<file path="config.mk">
export PLATFORM = sky130hd
export DESIGN_NAME = spi_device
export DESIGN_NICKNAME = d
export VERILOG_FILES = /design/src/rtl/spi_device.sv
export SDC_FILE = /design/constraint.sdc
export NUM_CORES = 1
export LEC_CHECK = 0
export ABC_AREA = 1
export BUFFER_PORTS_ARGS = -buffer_cell sky130_fd_sc_hd__buf_2
export CORE_ASPECT_RATIO = 0.6
export CORE_MARGIN = 8
export CORE_UTILIZATION = 50
export CTS_CLUSTER_SIZE = 10
export DETAILED_ROUTE_END_ITERATION = 8
export GPL_ROUTABILITY_DRIVEN = 0
export PLACE_DENSITY = 0.71
export SYNTH_ARGS = -nofsm -noshare
export SYNTH_HDL_FRONTEND = slang
export SYNTH_SLANG_ARGS = --single-unit
</file>
<file path="constraint.sdc">
create_clock -name clk_sys_i -period 3.1 [get_ports clk_sys_i]
set_input_delay 0.465 -clock clk_sys_i [delete_from_list [all_inputs] [get_ports clk_sys_i]]
set_output_delay 0.465 -clock clk_sys_i [all_outputs]
set_load 0.01 [all_outputs]
</file>
<file path="src/rtl/spi_device.sv">
// Mode-0 SPI responder oversampled by the system clock. Host SCK/CS_N/SDI pass through
// 2-flop synchronizers; received bytes pulse out on rx_valid_o, return bytes come from a
// single-entry holding register.
module spi_device (
  input  logic       clk_sys_i,
  input  logic       rst_sys_ni,
  input  logic       spi_sck_i,
  input  logic       spi_cs_ni,
  input  logic       spi_sdi_i,
  output logic       spi_sdo_o,
  output logic       spi_sdo_en_o,
  input  logic [7:0] tx_data_i,
  input  logic       tx_valid_i,
  output logic       tx_ready_o,
  output logic [7:0] rx_data_o,
  output logic       rx_valid_o,
  output logic       tx_underrun_o,
  output logic       busy_o
);

  logic [1:0] sck_sync_q, cs_sync_q, sdi_sync_q;
  logic       sck_hist_q, cs_hist_q;
  logic [2:0] bit_cnt_q, bit_cnt_d;
  logic [7:0] rx_shift_q, rx_shift_d;
  logic [7:0] tx_shift_q, tx_shift_d;
  logic [7:0] rx_data_q, rx_data_d;
  logic       rx_valid_q, rx_valid_d;
  logic       underrun_q, underrun_d;
  logic [7:0] hold_q, hold_d;
  logic       hold_full_q, hold_full_d;

  logic cs_active, cs_fall, cs_rise, sck_rise, sck_fall, load, tx_accept;

  always_ff @(posedge clk_sys_i or negedge rst_sys_ni) begin
    if (!rst_sys_ni) begin
      sck_sync_q <= 2'b00;
      cs_sync_q  <= 2'b11;
      sdi_sync_q <= 2'b11;
      sck_hist_q <= 1'b0;
      cs_hist_q  <= 1'b1;
    end else begin
      sck_sync_q <= {sck_sync_q[0], spi_sck_i};
      cs_sync_q  <= {cs_sync_q[0], spi_cs_ni};
      sdi_sync_q <= {sdi_sync_q[0], spi_sdi_i};
      sck_hist_q <= sck_sync_q[1];
      cs_hist_q  <= cs_sync_q[1];
    end
  end

  assign cs_active = ~cs_sync_q[1];
  assign cs_fall   = cs_hist_q & ~cs_sync_q[1];
  assign cs_rise   = ~cs_hist_q & cs_sync_q[1];
  assign sck_rise  = cs_active & sck_sync_q[1] & ~sck_hist_q;
  assign sck_fall  = cs_active & ~sck_sync_q[1] & sck_hist_q;
  // A falling SCK with bit_cnt at 0 follows a completed byte: fetch the next return byte.
  assign load      = cs_fall | (sck_fall & (bit_cnt_q == 3'd0));
  assign tx_accept = tx_valid_i & ~hold_full_q;

  always_comb begin
    bit_cnt_d   = bit_cnt_q;
    rx_shift_d  = rx_shift_q;
    tx_shift_d  = tx_shift_q;
    rx_data_d   = rx_data_q;
    rx_valid_d  = 1'b0;
    underrun_d  = 1'b0;
    hold_d      = hold_q;
    hold_full_d = hold_full_q;

    if (cs_rise) begin
      bit_cnt_d  = 3'd0;
      tx_shift_d = 8'hFF;
    end else if (cs_fall) begin
      bit_cnt_d = 3'd0;
    end else if (sck_rise) begin
      rx_shift_d = {rx_shift_q[6:0], sdi_sync_q[1]};
      bit_cnt_d  = bit_cnt_q + 3'd1;
      if (bit_cnt_q == 3'd7) begin
        rx_data_d  = {rx_shift_q[6:0], sdi_sync_q[1]};
        rx_valid_d = 1'b1;
      end
    end else if (sck_fall && (bit_cnt_q != 3'd0)) begin
      tx_shift_d = {tx_shift_q[6:0], 1'b1};
    end

    if (load) begin
      if (hold_full_q) begin
        tx_shift_d  = hold_q;
        hold_full_d = 1'b0;
      end else begin
        tx_shift_d = 8'hFF;
        underrun_d = 1'b1;
      end
    end

    // A full register is never accepted into, so this cannot collide with a reload.
    if (tx_accept) begin
      hold_d      = tx_data_i;
      hold_full_d = 1'b1;
    end
  end

  always_ff @(posedge clk_sys_i or negedge rst_sys_ni) begin
    if (!rst_sys_ni) begin
      bit_cnt_q   <= 3'd0;
      rx_shift_q  <= 8'h00;
      tx_shift_q  <= 8'hFF;
      rx_data_q   <= 8'h00;
      rx_valid_q  <= 1'b0;
      underrun_q  <= 1'b0;
      hold_q      <= 8'h00;
      hold_full_q <= 1'b0;
    end else begin
      bit_cnt_q   <= bit_cnt_d;
      rx_shift_q  <= rx_shift_d;
      tx_shift_q  <= tx_shift_d;
      rx_data_q   <= rx_data_d;
      rx_valid_q  <= rx_valid_d;
      underrun_q  <= underrun_d;
      hold_q      <= hold_d;
      hold_full_q <= hold_full_d;
    end
  end

  assign spi_sdo_o     = tx_shift_q[7];
  assign spi_sdo_en_o  = cs_active;
  assign busy_o        = cs_active;
  assign tx_ready_o    = ~hold_full_q;
  assign rx_data_o     = rx_data_q;
  assign rx_valid_o    = rx_valid_q;
  assign tx_underrun_o = underrun_q;

endmodule

</file>
==> out/results.tsv <==
metric	value	unit
setup_tns	0	ns
timing.final.ws_setup	1.34	ns
yosysUniqueCellTypes	29	
starting_density	51.6	%
postSynth.topFlopCell	sky130_fd_sc_hd__dfrtp_1	
run_status	complete, no violations	
post_synth_instance_area	0.00209	mm^2
slew-limit-headroom	36.2	%
synth_top_area_cell	sky130_fd_sc_hd__dfrtp_1	
worstPathMaxFanout	16	
final_cell_mix	48 x sky130_fd_sc_hd__nand2_1, 32 x sky130_fd_sc_hd__dfrtp_1, 27 x sky130_fd_sc_hd__buf_2	
cts_root_buf	sky130_fd_sc_hd__clkbuf_8	
buffer_ports.inserted	27	
number_of_drc_violations_after_detailed_routing	0	
power.switching_fraction	29.6	%
critPathRequiredTime	3.28	ns
share_of_the_synthesized_area_in_the_top_cell_type	38.3	%
synth.ff_latch_count	45	
fillerInstances	353	
pin_count	28	
biggest_area_contributors_in_the_synthesized_netlist	sky130_fd_sc_hd__dfrtp_1 38%, sky130_fd_sc_hd__dfstp_2 16%, sky130_fd_sc_hd__nand2_1 8.6%, sky130_fd_sc_hd__nand2_2 5.1%, sky130_fd_sc_hd__ha_1 3.6%	
drtPass1Iterations	4	
maximum_number_of_pins_on_one_net_before_global_route_repair	46	
cts.repair_timing.setup_buffer_count	0	
global_route.usage.total	11.6	%
irDropWorstVdd	0.417	mV
cts.hold.buffers_added	0	
layout_commonest_cell	sky130_fd_sc_hd__nand2_1	
fin_worst_skew	0.00685	ns
leakagePower	1.18	nW
overflow	0	
worst-slew-pin-transition	0.957	ns
fin_hold_ws	0.269	ns
critical_path.startpoint_type	flip-flop	
core-area	0.00405	mm^2
routed_via_density	4.81	
combinationalPowerShare	22.6	%
crit_type	reg -> reg	
synth_sequential_area_ratio	54.6	%
clock.fmax	568	MHz
final_nets	257	
holdCritPathClass	in -> reg	
global_route_wire_length_before_repair	6.13	mm
syn-mean-instance-area	10.1	um^2
route.final.wire_length	3.60	mm
critPathCaptureType	flip-flop	
max_cap_violations	0	
layout_min_cycle_time	1.76	ns
clockBufferDepth	2	
pwr-share-seq	49.3	%
clock_power_share	28.1	%
detailedRoute.firstIterationViolations	46	
finalSetupViolations	0	
drt-wirelength-per-cell	12.5	um
synth-async-reset-ratio	100	%
detailroute.via_count	1386	
ant_diodes	0	
slew_viol_final	0	
h-tree-depth	2	
gates_resized_cts_repair	0	
synthToLayoutAreaGrowth	13.5	%
power.density	677	mW/mm^2
die-area	0.00658	mm^2
antenna_violating_nets_post_route	0	
setup_repair_after_global_routing_missed_its_margin	no	
timing.final.hold_violations	0	
final_core_utilization	58.6	%
crit_path_top_delay_cell	sky130_fd_sc_hd__dfstp_2	
cp_slowest_stage_delay	0.57	ns
first_global_vias	1288	
dp_hpwl	2.73	mm
worst_skew_pair_latency	0.29	ns
setup_slack_after_placement	1.34	ns
number_of_buffers_inserted_during_clock_tree_synthesis	5	
synth-edff-count	0	
synth.net_count	227	
final_layout_size_suffix_gt1_share	37.0	%
critical_path.cell_chain	inv_1, ha_1, nand4_4, nand2_1, o21ai_2	
worst-endpoint-arrival	1.94	ns
die-height	66.1	um
worst_setup_hold_path_clk_slew	0.08	ns
tritoncts	built	
yosysWarnings	0	
switching_power_summed_over_all_nets	0.475	mW
layout_worst_path_cycle_share	56.8	%
die_width	99.5	um
num_rows	18	
power.internal	1.13	mW
antenna_found_initial	0	
synth_cells	207	
cts_sinks	45	
[area by class of cell]
| cell class | instances | area, um^2 | area share (%) |
|---|---|---|---|
| repair buffers | 27 | 135 | 5.69 |
| flip-flops and latches | 45 | 1140 | 48.1 |
| clock buffers | 7 | 86.3 | 3.63 |
| multi-input cells | 136 | 822 | 34.6 |
| inverters | 22 | 97.6 | 4.11 |
| well taps | 50 | 62.6 | 2.63 |
| clock inverters | 1 | 30.0 | 1.26 |
[kinds of logic after synthesis]
group | after synthesis | share of synthesized area (%)
multiplexers | 3 | 1.61
AND/OR/NAND/NOR | 103 | 26.9
adder cells (fa/ha/maj) | 6 | 3.59
AO/OA/AOI/OAI | 24 | 7.17
buffers and inverters | 26 | 6.16
flip-flops | 45 | 54.6
[per-stage QoR]
| stage | total power, mW | instance area [um^2] | cells |
|---|---|---|---|
| finish | 1.61 | 2380 | 288 |
| global route | 1.71 | 2380 | 288 |
| global placement | 1.16 | 2260 | 280 |
| detailed placement | 1.17 | 2260 | 280 |
| CTS | 1.62 | 2380 | 288 |
| floorplan | 1.07 | 2090 | 207 |
[path summary, 6_finish.rpt]
path | start | to | slack (ns) | cells past startpoint
min reg2reg | sck_sync_q[0] | sck_sync_q[1] | 0.35 | 0
max | cs_sync_q[1] | rx_data_o[2] | 1.34 | 5
min | spi_cs_ni | cs_sync_q[0] | 0.27 | 1
max reg2reg | cs_sync_q[1] | rx_data_o[2] | 1.34 | 5
max in group asynchronous | rst_sys_ni | hold_q[3] | 2.18 | 1
min in group asynchronous | rst_sys_ni | rx_shift_q[1] | 0.32 | 1
[power groups by stage]
stage          registers [mW]  clock network [mW]  logic (mW)
6_report                0.793               0.452       0.363
5_1_grt                 0.809               0.490       0.412
4_1_cts                 0.794               0.460       0.370
3_5_place_dp            0.803                   0       0.369
3_3_place_gp            0.799                   0       0.357
2_1_floorplan           0.788                   0       0.285
[registers in the layout, summed over array words and instances (netlist names)]
register,cells
tx_shift_q,8
cs_sync_q,2
sck_sync_q,2
cs_hist_q,1
hold_full_q,1
hold_q,8
rx_data_o,8
rx_valid_o,1
tx_underrun_o,1
sck_hist_q,1
rx_shift_q,7
bit_cnt_q,3
sdi_sync_q,2
[routing by layer]
metal | part of all wire [%] | GRT usage, % | vias to the layer above
met2 | 43 | 16.9 | 21
met3 | 4.3 | 3.99 | 2
li1 | - | - | 710
met1 | 52 | 16.2 | 653
met5 | 0 | 0 | -
met4 | 0.31 | 2.81 | 0
[critical path: cells and delay by family (launching register included)]
| kind | cells | cell delay [ns] |
|---|---|---|
| flops | 1 | 0.57 |
| simple gates | 2 | 0.45 |
| fa+ha+maj | 1 | 0.43 |
| buf+inv | 1 | 0.14 |
| compound gates | 1 | 0.06 |
[Yosys cell counts (2+ instances only)]
| master | number |
|---|---|
| sky130_fd_sc_hd__nand2_1 | 48 |
| sky130_fd_sc_hd__dfrtp_1 | 32 |
| sky130_fd_sc_hd__inv_1 | 19 |
| sky130_fd_sc_hd__nand2_2 | 17 |
| sky130_fd_sc_hd__dfstp_2 | 13 |
| sky130_fd_sc_hd__nand3_1 | 11 |
| sky130_fd_sc_hd__o21ai_2 | 8 |
| sky130_fd_sc_hd__nor2_1 | 7 |
| sky130_fd_sc_hd__o21ai_1 | 7 |
| sky130_fd_sc_hd__a21oi_1 | 6 |
| sky130_fd_sc_hd__ha_1 | 6 |
| sky130_fd_sc_hd__or2_1 | 5 |
| sky130_fd_sc_hd__mux2_1 | 3 |
| sky130_fd_sc_hd__nor2_2 | 3 |
| sky130_fd_sc_hd__o21ai_0 | 3 |
| sky130_fd_sc_hd__buf_4 | 2 |
| sky130_fd_sc_hd__nand2_4 | 2 |
| sky130_fd_sc_hd__nand3_4 | 2 |
| sky130_fd_sc_hd__or2_0 | 2 |
| sky130_fd_sc_hd__or2_2 | 2 |
No activity file was read; power rests on OpenSTA's default activity.
